File: src/rtl/kmx_mac_bus_if.sv
// KMX peripheral-bus slave for the EMAC register window and its DMA channels.
// The address decoder turns the register window into one-hot read and write strobes.
// Each DMA channel has a small request/hold engine that moves BURST_LEN words per burst.
//
// DMA channel states:
//   state  | meaning
//   S_IDLE | no service wanted, req/hold low
//   S_REQ  | requesting the bus, waiting for grant
//   S_XFER | bus held, counting direction strobes
//   S_DONE | one-cycle burst-complete pulse
module kmx_mac_bus_if #(
  parameter int             PAW        = 11,
  parameter int             DATA_WIDTH = 32,
  parameter int             BASE_ADDR  = 'h80,
  parameter int             NREG       = 8,
  parameter int             NCH        = 2,
  parameter logic [NCH-1:0] CH_DIR     = NCH'(2'b01),
  parameter int             BURST_LEN  = 4
) (
  input  logic                  sysclk_i,
  input  logic                  reset_i,
  input  logic [PAW-1:0]        periph_adr_i,
  input  logic [DATA_WIDTH-1:0] src_i,
  input  logic                  sedrd_i,
  input  logic                  edwr_h_i,
  input  logic                  edwr_l_i,
  output logic [DATA_WIDTH-1:0] wr_data_o,
  output logic [NREG-1:0]       reg_wrh_o,
  output logic [NREG-1:0]       reg_wrl_o,
  output logic [NREG-1:0]       reg_rd_o,
  input  logic [NCH-1:0]        grant_dma_i,
  input  logic                  dma_req_wr_i,
  input  logic                  dma_req_rd_i,
  output logic [NCH-1:0]        req_dma_o,
  output logic [NCH-1:0]        hold_dma_o,
  input  logic [NCH-1:0]        ch_need_i,
  output logic [NCH-1:0]        ch_strobe_o,
  output logic [NCH-1:0]        ch_done_o
);

  typedef enum logic [1:0] {S_IDLE, S_REQ, S_XFER, S_DONE} dma_state_t;

  localparam int            CW        = $clog2(BURST_LEN + 1);
  localparam logic [CW-1:0] LAST_WORD = CW'(BURST_LEN - 1);

  logic [NREG-1:0] reg_sel;
  dma_state_t      st  [NCH];
  logic [CW-1:0]   cnt [NCH];
  logic [NCH-1:0]  in_xfer;
  logic [NCH-1:0]  dir_stb;
  logic [NCH-1:0]  wins;
  logic            granted_below;
  logic            any_xfer;

  // One-hot register select; all zero outside the window.
  always_comb begin
    reg_sel = '0;
    for (int r = 0; r < NREG; r++)
      reg_sel[r] = ({1'b0, periph_adr_i} == (PAW+1)'(BASE_ADDR + r));
  end

  assign reg_rd_o = sedrd_i ? '0 : reg_sel;

  // Write strobes are delayed one cycle so they line up with the captured data.
  always_ff @(posedge sysclk_i or negedge reset_i) begin
    if (!reset_i) begin
      reg_wrh_o <= '0;
      reg_wrl_o <= '0;
      wr_data_o <= '0;
    end else begin
      reg_wrh_o <= edwr_h_i ? '0 : reg_sel;
      reg_wrl_o <= edwr_l_i ? '0 : reg_sel;
      if (!edwr_h_i || !edwr_l_i)
        wr_data_o <= src_i;
    end
  end

  // Per-channel word strobe selection and lowest-index grant priority.
  always_comb begin
    in_xfer       = '0;
    dir_stb       = '0;
    wins          = '0;
    granted_below = 1'b0;
    for (int i = 0; i < NCH; i++) begin
      in_xfer[i]    = (st[i] == S_XFER);
      dir_stb[i]    = CH_DIR[i] ? dma_req_wr_i : dma_req_rd_i;
      wins[i]       = grant_dma_i[i] && !granted_below;
      granted_below = granted_below | grant_dma_i[i];
    end
  end

  // A channel may only claim the bus once nobody else holds it.
  assign any_xfer    = |in_xfer;
  assign ch_strobe_o = in_xfer & dir_stb;

  // DMA channel engines with registered req/hold/done outputs.
  always_ff @(posedge sysclk_i or negedge reset_i) begin
    if (!reset_i) begin
      for (int i = 0; i < NCH; i++) begin
        st[i]  <= S_IDLE;
        cnt[i] <= '0;
      end
      req_dma_o  <= '0;
      hold_dma_o <= '0;
      ch_done_o  <= '0;
    end else begin
      for (int i = 0; i < NCH; i++) begin
        case (st[i])
          S_IDLE: begin
            if (ch_need_i[i]) begin
              st[i]        <= S_REQ;
              req_dma_o[i] <= 1'b1;
            end
          end
          S_REQ: begin
            if (!ch_need_i[i]) begin
              st[i]        <= S_IDLE;
              req_dma_o[i] <= 1'b0;
            end else if (wins[i] && !any_xfer) begin
              st[i]         <= S_XFER;
              hold_dma_o[i] <= 1'b1;
            end
          end
          S_XFER: begin
            // A terminal word wins over a simultaneous grant drop.
            if (dir_stb[i] && cnt[i] == LAST_WORD) begin
              st[i]         <= S_DONE;
              cnt[i]        <= '0;
              req_dma_o[i]  <= 1'b0;
              hold_dma_o[i] <= 1'b0;
              ch_done_o[i]  <= 1'b1;
            end else begin
              if (dir_stb[i])
                cnt[i] <= cnt[i] + 1'b1;
              if (!grant_dma_i[i]) begin
                st[i]         <= S_REQ;
                hold_dma_o[i] <= 1'b0;
              end
            end
          end
          S_DONE: begin
            ch_done_o[i] <= 1'b0;
            if (ch_need_i[i]) begin
              st[i]        <= S_REQ;
              req_dma_o[i] <= 1'b1;
            end else begin
              st[i] <= S_IDLE;
            end
          end
          default: begin
            st[i]         <= S_IDLE;
            req_dma_o[i]  <= 1'b0;
            hold_dma_o[i] <= 1'b0;
            ch_done_o[i]  <= 1'b0;
          end
        endcase
      end
    end
  end

endmodule

File: config.mk
export PLATFORM = sky130hd
export DESIGN_NAME = kmx_mac_bus_if
export DESIGN_NICKNAME = d
export VERILOG_FILES = /design/src/rtl/kmx_mac_bus_if.sv
export SDC_FILE = /design/constraint.sdc
export NUM_CORES = 1
export LEC_CHECK = 0
export BUFFER_PORTS_ARGS = -buffer_cell sky130_fd_sc_hd__buf_2
export CORE_AREA = 2 2 81 83
export DETAILED_ROUTE_END_ITERATION = 16
export DIE_AREA = 0 0 83 85
export GPL_TIMING_DRIVEN = 1
export HOLD_SLACK_MARGIN = 0.05
export PLACE_DENSITY = 0.76
export SLEW_MARGIN = 25
export SYNTH_ARGS = -nofsm -noshare
export SYNTH_HDL_FRONTEND = slang
export SYNTH_SLANG_ARGS = --single-unit
export TNS_END_PERCENT = 20
File: constraint.sdc
create_clock -name sysclk_i -period 1.9 [get_ports sysclk_i]
set_input_delay 0.095 -clock sysclk_i [delete_from_list [all_inputs] [get_ports sysclk_i]]
set_output_delay 0.095 -clock sysclk_i [all_outputs]
set_load 0.1 [all_outputs]
==> results of run 1 <==
-- metrics by stage --
step	TNS [ns]	instance area, µm²	cells
after detailed placement	0	3590	412
final	0	4170	463
after floorplan	-0.881	2830	221
after global placement	0	3590	412
after global routing	0	4170	463
after CTS	0	4160	463
-- cells by family (layout without fill, tap and decap cells) --
kind of cell | count (synthesis) | in the layout | synth area share
AND/OR/NAND/NOR | 64 | 64 | 0.137
adder cells (fa/ha/maj) | 12 | 12 | 0.0537
buffers and inverters | 18 | 183 | 0.0295
multiplexers | 33 | 33 | 0.133
AO/OA/AOI/OAI | 30 | 30 | 0.0738
flip-flops | 64 | 64 | 0.573
-- power by group --
group / total [µW] / switching (µW) / internal (µW) / leakage, µW
registers: 1660 / 120 / 1540 / 0.000803
logic: 1890 / 1340 / 551 / 0.00115
clock network: 1280 / 544 / 740 / 0.000110
total: 4840 / 2010 / 2830 / 0.00206
-- area by class of cell --
| class | count | area [µm²] |
|---|---|---|
| well taps | 77 | 96.3 |
| inverters | 10 | 37.5 |
| fillers | 478 | 2040 |
| clock buffers | 9 | 124 |
| flip-flops and latches | 64 | 1600 |
| multi-input cells | 139 | 1150 |
| repair buffers | 157 | 1060 |
| clock inverters | 7 | 95.1 |
-- sequential cells by signal, indices dropped and copies added, names as in the netlist --
name	cells
req_dma_o	2
reg_wrl_o	8
wr_data_o	32
st	4
hold_dma_o	2
cnt	6
reg_wrh_o	8
ch_done_o	2
-- what timing repair did --
action	in CTS	in global routing
hold endpoints to repair	102	0
setup buffers	0	0
resized for setup	0	2
hold buffers	35	0
setup endpoints to repair	0	4
-- metal layers --
layer	wire [µm]	vias to the layer above	track usage
li1	-	1109	-
met1	2730	1113	0.232
met2	3280	88	0.339
met3	461	9	0.0768
met4	91	0	0.0477
met5	0	-	0
-- cell usage in the layout (no fill, tap or decap), drive strengths merged, types with 2 or more instances in the layout --
| cell type | n |
|---|---|
| nor3 | 22 |
| a21oi | 6 |
| dlygate4sd3 | 35 |
| bufinv | 2 |
| ha | 12 |
| or2 | 2 |
| clkbuf | 9 |
| and2 | 2 |
| nand2b | 2 |
| mux2 | 33 |
| clkinv | 3 |
| buf | 122 |
| o21ai | 6 |
| a31oi | 2 |
| nor2 | 5 |
| nand3b | 5 |
| inv | 11 |
| a21boi | 3 |
| nand3 | 5 |
| nor3b | 2 |
| nand2 | 14 |
| a32o | 3 |
| dfrtp | 64 |
| nor4 | 2 |
-- worst max-delay path, delay by kind of cell (launching register included) --
family,cells,cell delay [ns]
buf+inv,4,0.59
flops,1,0.40
fa+ha+maj,1,0.25
simple gates,1,0.08
-- worst min-delay path by stage --
stage / from / endpoint / depth (start not counted)
finish: dma_req_wr_i / cnt[3] / 3
global route: dma_req_wr_i / cnt[4] / 2
CTS: edwr_h_i / reg_wrh_o[1] / 2
detailed placement: reset_i / wr_data_o[6] / 1
global placement: reset_i / wr_data_o[6] / 1
floorplan: reset_i / ch_done_o[0] / 0
==> impl_metrics.sql, run 1 <==
INSERT INTO impl_metrics (metric_group, metric, value, unit) VALUES
('floorplan', 'initial_core_util', '0.451', ''),
('pwr', 'p_total', '4840', 'µW'),
('yosys', 'synth.top_cell.area_share', '0.573', ''),
('worst_setup_path', 'critPathCapture', 'ch_strobe_o[1]', ''),
('detailed_routing', 'detailedRoute.firstPassIterationCount', '4', ''),
('worst_setup_path', 'cp_data_required_time', '1.80', 'ns'),
('final_layout', 'layout-area-overhead-vs-synth', '48.9', '%'),
('yosys', 'synth_most_common_cell', 'sky130_fd_sc_hd__dfrtp_1', ''),
('yosys', 'ys.flop_type', 'sky130_fd_sc_hd__dfrtp_1', ''),
('detailed_routing', 'average_detailed_routed_wire_length_per_instance', '14.2', 'µm'),
('timing', 'timing.final.setup_violations', '0', ''),
('detailed_routing', 'vias_per_cell', '5.01', ''),
('yosys', 'async_set_or_reset_flop_fraction_in_the_synthesized_netlist', '1.00', ''),
('yosys', 'avgSynthCellArea', '12.7', 'µm²'),
('status', 'run_status', 'completed', ''),
('worst_hold_path', 'hold_path.class', 'in -> reg', ''),
('yosys', 'yosys.area.top_type', 'sky130_fd_sc_hd__dfrtp_1', ''),
('worst_setup_path', 'worst_ep_arrival_time', '1.67', 'ns'),
('worst_setup_path', 'criticalPathCategory', 'reg -> out', ''),
('yosys', 'synth_top_cells_by_area', 'sky130_fd_sc_hd__dfrtp_1 (57%), sky130_fd_sc_hd__mux2_2 (13%), sky130_fd_sc_hd__ha_1 (5.4%)', ''),
('yosys', 'ys.warnings.count', '0', ''),
('timing', 'layout_worst_path_cycle_share', '0.931', ''),
('timing', 'skew', '0.00596', 'ns'),
('pwr', 'peakVddDrop', '0.000831', 'V'),
('timing', 'fin_ws', '0.132', 'ns'),
('clock_tree', 'cts_buffer_depth', '2', ''),
('detailed_routing', 'drt_first_iter_violations', '84', ''),
('timing', 'holdWs', '0.0602', 'ns'),
('detailed_routing', 'postRouteAntennaNets', '0', ''),
('worst_setup_path', 'critical_path.max_stage_delay', '0.40', 'ns'),
('worst_setup_path', 'end_kind', 'output port', ''),
('clock_tree', 'cts_htree_levels', '3', ''),
('final_layout', 'antenna_cells', '0', ''),
('yosys', 'synth-seq-cells', '64', ''),
('job', 'maxCapViolations', '0', ''),
('clock_tree', 'cts_sinks', '64', ''),
('timing', 'max_slew_margin', '0.668', ''),
('yosys', 'synthesis.area', '2800', 'µm²'),
('final_layout', 'post_route_core_utilization', '0.671', ''),
('yosys', 'synth.net_count', '287', ''),
('floorplan', 'die-area', '7060', 'µm²'),
('floorplan', 'placementRows', '29', ''),
('worst_setup_path', 'regToRegSetupSlack', '0.15', 'ns'),
('final_layout', 'nets', '447', ''),
('timing', 'layout_min_cycle_time', '1.77', 'ns'),
('clock_tree', 'cts_tree', 'yes', ''),
('detailed_routing', 'vias', '2319', ''),
('global_route', 'grt_max_degree', '34', ''),
('global_route', 'grt_antenna_before_repair', '0', ''),
('timing', 'tightest_slew', '0.501', 'ns'),
('timing', 'slew_violations', '0', ''),
('detailed_routing', 'drt_drc_violations_left', '0', ''),
('floorplan', 'die_x', '83', 'µm'),
('yosys', 'synthesis.instances', '221', ''),
('clock_tree', 'clockRootBuffer', 'sky130_fd_sc_hd__clkbuf_8', ''),
('timing', 'timing.fmax', '565', 'MHz'),
('worst_setup_path', 'critical_path.most_common_cell', 'sky130_fd_sc_hd__inv_1', ''),
('placed_design', 'globalplace.congestion', '0.779', ''),
('worst_setup_path', 'worstSetupStartpoint', 'st[0]', ''),
('worst_setup_path', 'regToRegEndpoint', 'st[3]', ''),
('clock_tree', 'cts_inserted_buffers', '9', ''),
('global_route', 'grt.total_usage', '0.196', ''),
('placed_design', 'place_hpwl', '4560', 'µm'),
('worst_setup_path', 'worstPathMaxFanout', '7', ''),
('global_route', 'first_pass_grt_wire_length', '11100', 'µm'),
('yosys', 'ys_types', '41', ''),
('worst_setup_path', 'r2r_start', 'st[2]', ''),
('worst_setup_path', 'critical_path.startpoint_type', 'flip-flop', ''),
('detailed_routing', 'finalWirelength', '6560', 'µm'),
('timing', 'hold_violations', '0', ''),
('floorplan', 'die-height', '85', 'µm');
Power figures use the tool's default switching activity.
==> inputs of run 2 (changes only) <==
--- a/config.mk
+++ b/config.mk
@@ -11,6 +11,7 @@
 export DIE_AREA = 0 0 83 85
 export GPL_TIMING_DRIVEN = 1
 export HOLD_SLACK_MARGIN = 0.05
+export MAX_ROUTING_LAYER = met4
 export PLACE_DENSITY = 0.76
 export SLEW_MARGIN = 25
 export SYNTH_ARGS = -nofsm -noshare
==> run 2 against run 1 <==
Effect of this change:
- register-to-register slack about the same
- critical path depth unchanged
- via count about the same
- combinational power about the same
- largest power group unchanged
==> impl_metrics.sql, run 2 (synthesized netlist as in run 1, its figures left out) <==
INSERT INTO impl_metrics (metric_group, metric, value, unit) VALUES
('worst_setup_path', 'worstSetupStartpoint', 'st[0]', ''),
('clock_tree', 'cts_inserted_buffers', '9', ''),
('worst_setup_path', 'criticalPathCategory', 'reg -> out', ''),
('final_layout', 'max_ffs_per_register', '32', ''),
('pwr', 'cellLeakagePower', '0.00206', 'µW'),
('timing', 'fin_ws', '0.128', 'ns'),
('final_layout', 'final_layout_size_suffix_gt1_frac', '0.482', ''),
('detailed_routing', 'vias_per_cell', '5.01', ''),
('worst_setup_path', 'critical_path.startpoint_type', 'flip-flop', ''),
('worst_setup_path', 'worstPathMaxFanout', '7', ''),
('worst_setup_path', 'critPathCapture', 'ch_strobe_o[1]', ''),
('worst_hold_path', 'hold_path.class', 'in -> reg', ''),
('detailed_routing', 'average_detailed_routed_wire_length_per_instance', '14.2', 'µm'),
('floorplan', 'ios', '118', ''),
('placed_design', 'place_hpwl', '4560', 'µm'),
('detailed_routing', 'drt_drc_violations_left', '0', ''),
('global_route', 'grt_max_degree', '34', ''),
('worst_setup_path', 'worst_ep_arrival_time', '1.68', 'ns'),
('detailed_routing', 'postRouteAntennaNets', '0', ''),
('final_layout', 'most-common-layout-cells', 'sky130_fd_sc_hd__buf_2 (113), sky130_fd_sc_hd__dfrtp_1 (64), sky130_fd_sc_hd__dlygate4sd3_1 (35), sky130_fd_sc_hd__mux2_2 (33), sky130_fd_sc_hd__nor3_1 (15)', ''),
('placed_design', 'place.detailed.instances', '412', ''),
('final_layout', 'leading_cell_type_in_the_layout_fill_and_taps_excluded', 'sky130_fd_sc_hd__buf_2', ''),
('clock_tree', 'cts_tree', 'yes', ''),
('final_layout', 'postLayoutCellArea', '4170', 'µm²'),
('clock_tree', 'cts_htree_levels', '3', ''),
('final_layout', 'layout-area-overhead-vs-synth', '48.9', '%'),
('final_layout', 'instances_no_fill', '463', ''),
('clock_tree', 'cts_sinks', '64', ''),
('final_layout', 'reg.largest.list', 'wr_data_o: 32 flops, reg_wrh_o: 8 flops, reg_wrl_o: 8 flops', ''),
('timing', 'hold_violations', '0', ''),
('detailed_routing', 'drt_first_iter_violations', '84', ''),
('floorplan', 'die-height', '85', 'µm'),
('worst_hold_path', 'worstHoldPathCells', '3', ''),
('timing', 'totalNegativeSetupSlack', '0', 'ns'),
('timing', 'timing.final.setup_violations', '0', ''),
('placed_design', 'port_buffers', '117', ''),
('worst_setup_path', 'timing.reg2reg.worst_path_depth', '6', ''),
('global_route', 'grt.total_usage', '0.202', ''),
('placed_design', 'placedInstanceArea', '3590', 'µm²'),
('final_layout', 'antenna_cells', '0', ''),
('worst_setup_path', 'end_kind', 'output port', ''),
('floorplan', 'initial_core_util', '0.451', ''),
('detailed_routing', 'vias', '2320', ''),
('global_route', 'global_route.overflow_total', '0', ''),
('worst_setup_path', 'regToRegEndpoint', 'st[3]', ''),
('worst_setup_path', 'r2r_start', 'st[2]', ''),
('timing', 'unrepaired_setup_endpoints_after_global_routing', 'false', ''),
('clock_tree', 'worst_setup_hold_path_clk_slew', '0.08', 'ns'),
('worst_setup_path', 'cp_data_required_time', '1.80', 'ns'),
('pwr', 'peakVddDrop', '0.000832', 'V'),
('global_route', 'first_pass_grt_wire_length', '11100', 'µm'),
('placed_design', 'pre_cts_slack', '0.103', 'ns'),
('timing', 'max_slew_margin', '0.668', ''),
('global_route', 'vias_in_the_first_global_route', '2356', ''),
('clock_tree', 'worst_skew_pair.late_latency', '0.33', 'ns'),
('timing', 'skew', '0.00595', 'ns'),
('job', 'maxCapViolations', '0', ''),
('status', 'run_status', 'completed', ''),
('timing', 'layout_min_cycle_time', '1.77', 'ns'),
('pwr', 'power.density', '1160', 'nW/µm²'),
('final_layout', 'nets', '447', ''),
('placed_design', 'globalplace.congestion', '0.790', ''),
('clock_tree', 'cts_buffer_depth', '2', ''),
('timing', 'layout_worst_path_cycle_share', '0.933', ''),
('floorplan', 'placeableCoreArea', '6200', 'µm²'),
('global_route', 'grt_antenna_before_repair', '0', ''),
('timing', 'holdWs', '0.0609', 'ns'),
('detailed_routing', 'detailedRoute.firstPassIterationCount', '4', ''),
('timing', 'tightest_slew', '0.501', 'ns'),
('timing', 'timing.fmax', '564', 'MHz'),
('final_layout', 'top_register', 'wr_data_o', ''),
('clock_tree', 'clockRootBuffer', 'sky130_fd_sc_hd__clkbuf_8', ''),
('floorplan', 'die_x', '83', 'µm'),
('floorplan', 'placementRows', '29', ''),
('timing', 'slew_violations', '0', ''),
('detailed_routing', 'finalWirelength', '6570', 'µm'),
('worst_setup_path', 'regToRegSetupSlack', '0.15', 'ns'),
('floorplan', 'die-area', '7060', 'µm²');
[run 2: cell counts in the layout (fill, tap and decap cells not counted)]
Identical to the previous run, type by type.
[run 2: worst min path at each step]
stage,from,endpoint,slack (ns)
6_report,dma_req_wr_i,cnt[3],0.06
5_1_grt,dma_req_wr_i,cnt[4],0.05
4_1_cts,edwr_h_i,reg_wrh_o[1],0.05
3_5_place_dp,reset_i,wr_data_o[6],-0.02
3_3_place_gp,reset_i,wr_data_o[6],-0.03
2_1_floorplan,reset_i,ch_done_o[0],-0.20
[run 2: repair_timing]
| action | in CTS | in global routing |
|---|---|---|
| hold buffers | 35 | 0 |
| gates resized for setup | 0 | 2 |
| setup endpoints to repair | 0 | 4 |
| setup buffers | 0 | 0 |
| hold endpoints to repair | 102 | 0 |
[run 2: per-layer routing]
layer / up-vias / track usage / routed length [µm]
met2: 94 / 0.339 / 3290
li1: 1108 / - / -
met5: - / - / 0
met1: 1109 / 0.236 / 2710
met4: 0 / 0.0477 / 89
met3: 9 / 0.0710 / 470
[run 2: cell type report]
type | count | area [µm²]
flip-flops and latches | 64 | 1600
clock buffers | 9 | 124
multi-input cells | 139 | 1150
repair buffers | 157 | 1060
clock inverters | 7 | 95.1
well taps | 77 | 96.3
fillers | 478 | 2040
inverters | 10 | 37.5
[run 2: stage by stage]
stage,power (µW),util
detailed placement,3520,0.579
floorplan,3120,-
global placement,3460,0.579
CTS,4870,0.670
finish,4840,0.671
global route,5110,0.671
[run 2: power by group]
| group | total, µW | switching (µW) | internal (µW) |
|---|---|---|---|
| Sequential | 1660 | 121 | 1540 |
| Clock | 1280 | 540 | 740 |
| Combinational | 1890 | 1340 | 550 |
| Total | 4840 | 2000 | 2830 |
[run 2: critical path, stage by stage, from the launching register on]
cell	delay [ns]
sky130_fd_sc_hd__dfrtp_1	0.40
sky130_fd_sc_hd__inv_1	0.15
sky130_fd_sc_hd__ha_2	0.25
sky130_fd_sc_hd__buf_4	0.15
sky130_fd_sc_hd__nand2_1	0.08
sky130_fd_sc_hd__inv_1	0.12
sky130_fd_sc_hd__buf_12	0.18
==> inputs of run 3 (changes only) <==
==> constraint.sdc (replaced) <==
create_clock -name sysclk_i -period 1.9 [get_ports sysclk_i]
set_input_delay 0.19 -clock sysclk_i [delete_from_list [all_inputs] [get_ports sysclk_i]]
set_output_delay 0.19 -clock sysclk_i [all_outputs]
set_load 0.1 [all_outputs]
==> run 3 against run 2 <==
Effect of this change:
- total power down 6.0%
- clock skew about the same
- non-clock buffer count down 34
- largest power group unchanged
- highest routed layer unchanged
==> impl_metrics.sql, run 3 (synthesized netlist as in run 1, its figures left out) <==
INSERT INTO impl_metrics (metric_group, metric, value, unit) VALUES
('clock_tree', 'clockRootBuffer', 'sky130_fd_sc_hd__clkbuf_8', ''),
('placed_design', 'globalplace.congestion', '0.819', ''),
('detailed_routing', 'vias', '2153', ''),
('detailed_routing', 'postRouteAntennaNets', '0', ''),
('timing', 'unrepaired_setup_endpoints_after_global_routing', 'false', ''),
('floorplan', 'die-height', '85', 'µm'),
('worst_setup_path', 'cp_data_required_time', '1.71', 'ns'),
('clock_tree', 'worst_setup_hold_path_clk_slew', '0.07', 'ns'),
('clock_tree', 'cts_tree', 'yes', ''),
('global_route', 'grt_antenna_before_repair', '0', ''),
('global_route', 'grt.total_usage', '0.185', ''),
('clock_tree', 'worst_skew_pair.late_latency', '0.33', 'ns'),
('placed_design', 'place_hpwl', '4510', 'µm'),
('floorplan', 'die_x', '83', 'µm'),
('final_layout', 'post_route_core_utilization', '0.626', ''),
('placed_design', 'port_buffers', '117', ''),
('final_layout', 'final_layout_size_suffix_gt1_frac', '0.540', ''),
('timing', 'timing.fmax', '566', 'MHz'),
('final_layout', 'max_ffs_per_register', '32', ''),
('detailed_routing', 'finalWirelength', '5990', 'µm'),
('worst_setup_path', 'critical_path.startpoint_type', 'flip-flop', ''),
('timing', 'timing.final.setup_violations', '0', ''),
('detailed_routing', 'drt_drc_violations_left', '0', ''),
('timing', 'layout_worst_path_cycle_share', '0.930', ''),
('clock_tree', 'cts_sinks', '64', ''),
('floorplan', 'ios', '118', ''),
('detailed_routing', 'average_detailed_routed_wire_length_per_instance', '14.0', 'µm'),
('final_layout', 'most-common-layout-cells', 'sky130_fd_sc_hd__buf_2 (107), sky130_fd_sc_hd__dfrtp_1 (64), sky130_fd_sc_hd__mux2_2 (33), sky130_fd_sc_hd__nor3_1 (15), sky130_fd_sc_hd__nand2_1 (14)', ''),
('final_layout', 'top_register', 'wr_data_o', ''),
('timing', 'tightest_slew', '0.637', 'ns'),
('final_layout', 'leading_cell_type_in_the_layout_fill_and_taps_excluded', 'sky130_fd_sc_hd__buf_2', ''),
('global_route', 'global_route.overflow_total', '0', ''),
('job', 'maxCapViolations', '0', ''),
('final_layout', 'fillers', '501', ''),
('global_route', 'grt_max_degree', '40', ''),
('clock_tree', 'cts_htree_levels', '3', ''),
('timing', 'slew_violations', '0', ''),
('worst_hold_path', 'hold_path.class', 'in -> reg', ''),
('detailed_routing', 'detailedRoute.firstPassIterationCount', '4', ''),
('timing', 'layout_min_cycle_time', '1.77', 'ns'),
('worst_setup_path', 'end_kind', 'output port', ''),
('detailed_routing', 'vias_per_cell', '5.02', ''),
('worst_setup_path', 'criticalPathCategory', 'reg -> out', ''),
('final_layout', 'reg.largest.list', 'wr_data_o: 32 flops, reg_wrh_o: 8 flops, reg_wrl_o: 8 flops', ''),
('global_route', 'first_pass_grt_wire_length', '9980', 'µm'),
('pwr', 'cellLeakagePower', '0.00191', 'µW'),
('global_route', 'vias_in_the_first_global_route', '2209', ''),
('final_layout', 'nets', '413', ''),
('worst_setup_path', 'worst_ep_arrival_time', '1.58', 'ns'),
('clock_tree', 'cts_buffer_depth', '2', ''),
('detailed_routing', 'drt_first_iter_violations', '58', ''),
('final_layout', 'layout-area-overhead-vs-synth', '38.8', '%'),
('final_layout', 'layout.area.seq', '1600', 'µm²'),
('timing', 'max_slew_margin', '0.575', ''),
('floorplan', 'initial_core_util', '0.451', ''),
('final_layout', 'multi_input_area', '1170', 'µm²'),
('timing', 'skew', '0.00586', 'ns'),
('floorplan', 'placementRows', '29', ''),
('floorplan', 'placeableCoreArea', '6200', 'µm²'),
('status', 'run_status', 'completed', ''),
('final_layout', 'instances_no_fill', '429', ''),
('pwr', 'peakVddDrop', '0.00101', 'V'),
('timing', 'hold_violations', '0', ''),
('clock_tree', 'post-cts-setup-buffers', '0', ''),
('pwr', 'power.density', '1170', 'nW/µm²'),
('clock_tree', 'cts_inserted_buffers', '9', ''),
('floorplan', 'die-area', '7060', 'µm²'),
('placed_design', 'place.detailed.instances', '412', ''),
('worst_setup_path', 'worstPathMaxFanout', '8', ''),
('final_layout', 'antenna_cells', '0', '');
==> run 3: cell types whose count changed in the layout (fill, tap and decap cells not counted), sizes merged <==
| cell | previous run | this run |
|---|---|---|
| clkbuf | 9 | 11 |
| inv | 11 | 10 |
| bufinv | 2 | 0 |
| clkinv | 3 | 4 |
| dlygate4sd3 | 35 | 1 |
==> run 3: path summary, 6_finish.rpt <==
| kind | from | to | slack [ns] | cells after the start |
|---|---|---|---|---|
| max | st[2] | ch_strobe_o[0] | 0.13 | 5 |
| min | src_i[18] | wr_data_o[18] | 0.09 | 2 |
| max reg2reg | st[3] | st[3] | 0.20 | 6 |
| min reg2reg | ch_done_o[0] | ch_done_o[0] | 0.49 | 1 |
| max in group asynchronous | reset_i | wr_data_o[22] | 0.87 | 3 |
| min in group asynchronous | reset_i | ch_done_o[1] | 0.42 | 2 |
==> run 3: power by group <==
part,switching [µW],internal [µW],leakage (µW)
sequential,118,1540,0.000803
clock,509,540,0.0000951
combinational,1330,508,0.00101
==> run 3: layout make-up <==
cell class	count	area share
Sequential cell	64	0.413
Multi-Input combinational cell	139	0.301
Timing Repair Buffer	123	0.205
Clock buffer	11	0.0390
Tap cell	77	0.0248
Inverter	10	0.00967
Clock inverter	5	0.00806
==> run 3: metal layers <==
metal | vias to the layer above | GRT usage | wire [µm]
met5 | - | - | 0
met4 | 0 | 0.0537 | 21
met3 | 2 | 0.0798 | 488
met2 | 71 | 0.304 | 3050
met1 | 1033 | 0.206 | 2440
li1 | 1047 | - | -
==> run 3: critical path: stages (launching register included) <==
cell	delay, ns
sky130_fd_sc_hd__dfrtp_1	0.40
sky130_fd_sc_hd__inv_1	0.19
sky130_fd_sc_hd__ha_4	0.22
sky130_fd_sc_hd__nand2_1	0.10
sky130_fd_sc_hd__inv_1	0.15
sky130_fd_sc_hd__buf_12	0.19
==> run 3: timing repair <==
| item | CTS | global route |
|---|---|---|
| hold buffers | 1 | 0 |
| gates resized for setup | 2 | 4 |
| cloned | 0 | 0 |
| setup endpoints to repair | 2 | 2 |
| endpoints found under the hold margin | 25 | 0 |
| pin swaps | 0 | 0 |
==> run 3: metrics by stage <==
step	worst slack (ns)	TNS, ns	power (µW)	hold WS (ns)	instance area (µm²)
6_report	0.134	0	4540	0.0917	3880
3_5_place_dp	0.118	0	3500	0.249	3670
5_1_grt	0.0282	0	4800	0.0593	3880
4_1_cts	0.0294	0	4570	0.0689	3870
2_1_floorplan	-0.311	-1.92	3120	-0.106	2830
3_3_place_gp	0.161	0	3450	0.238	3670
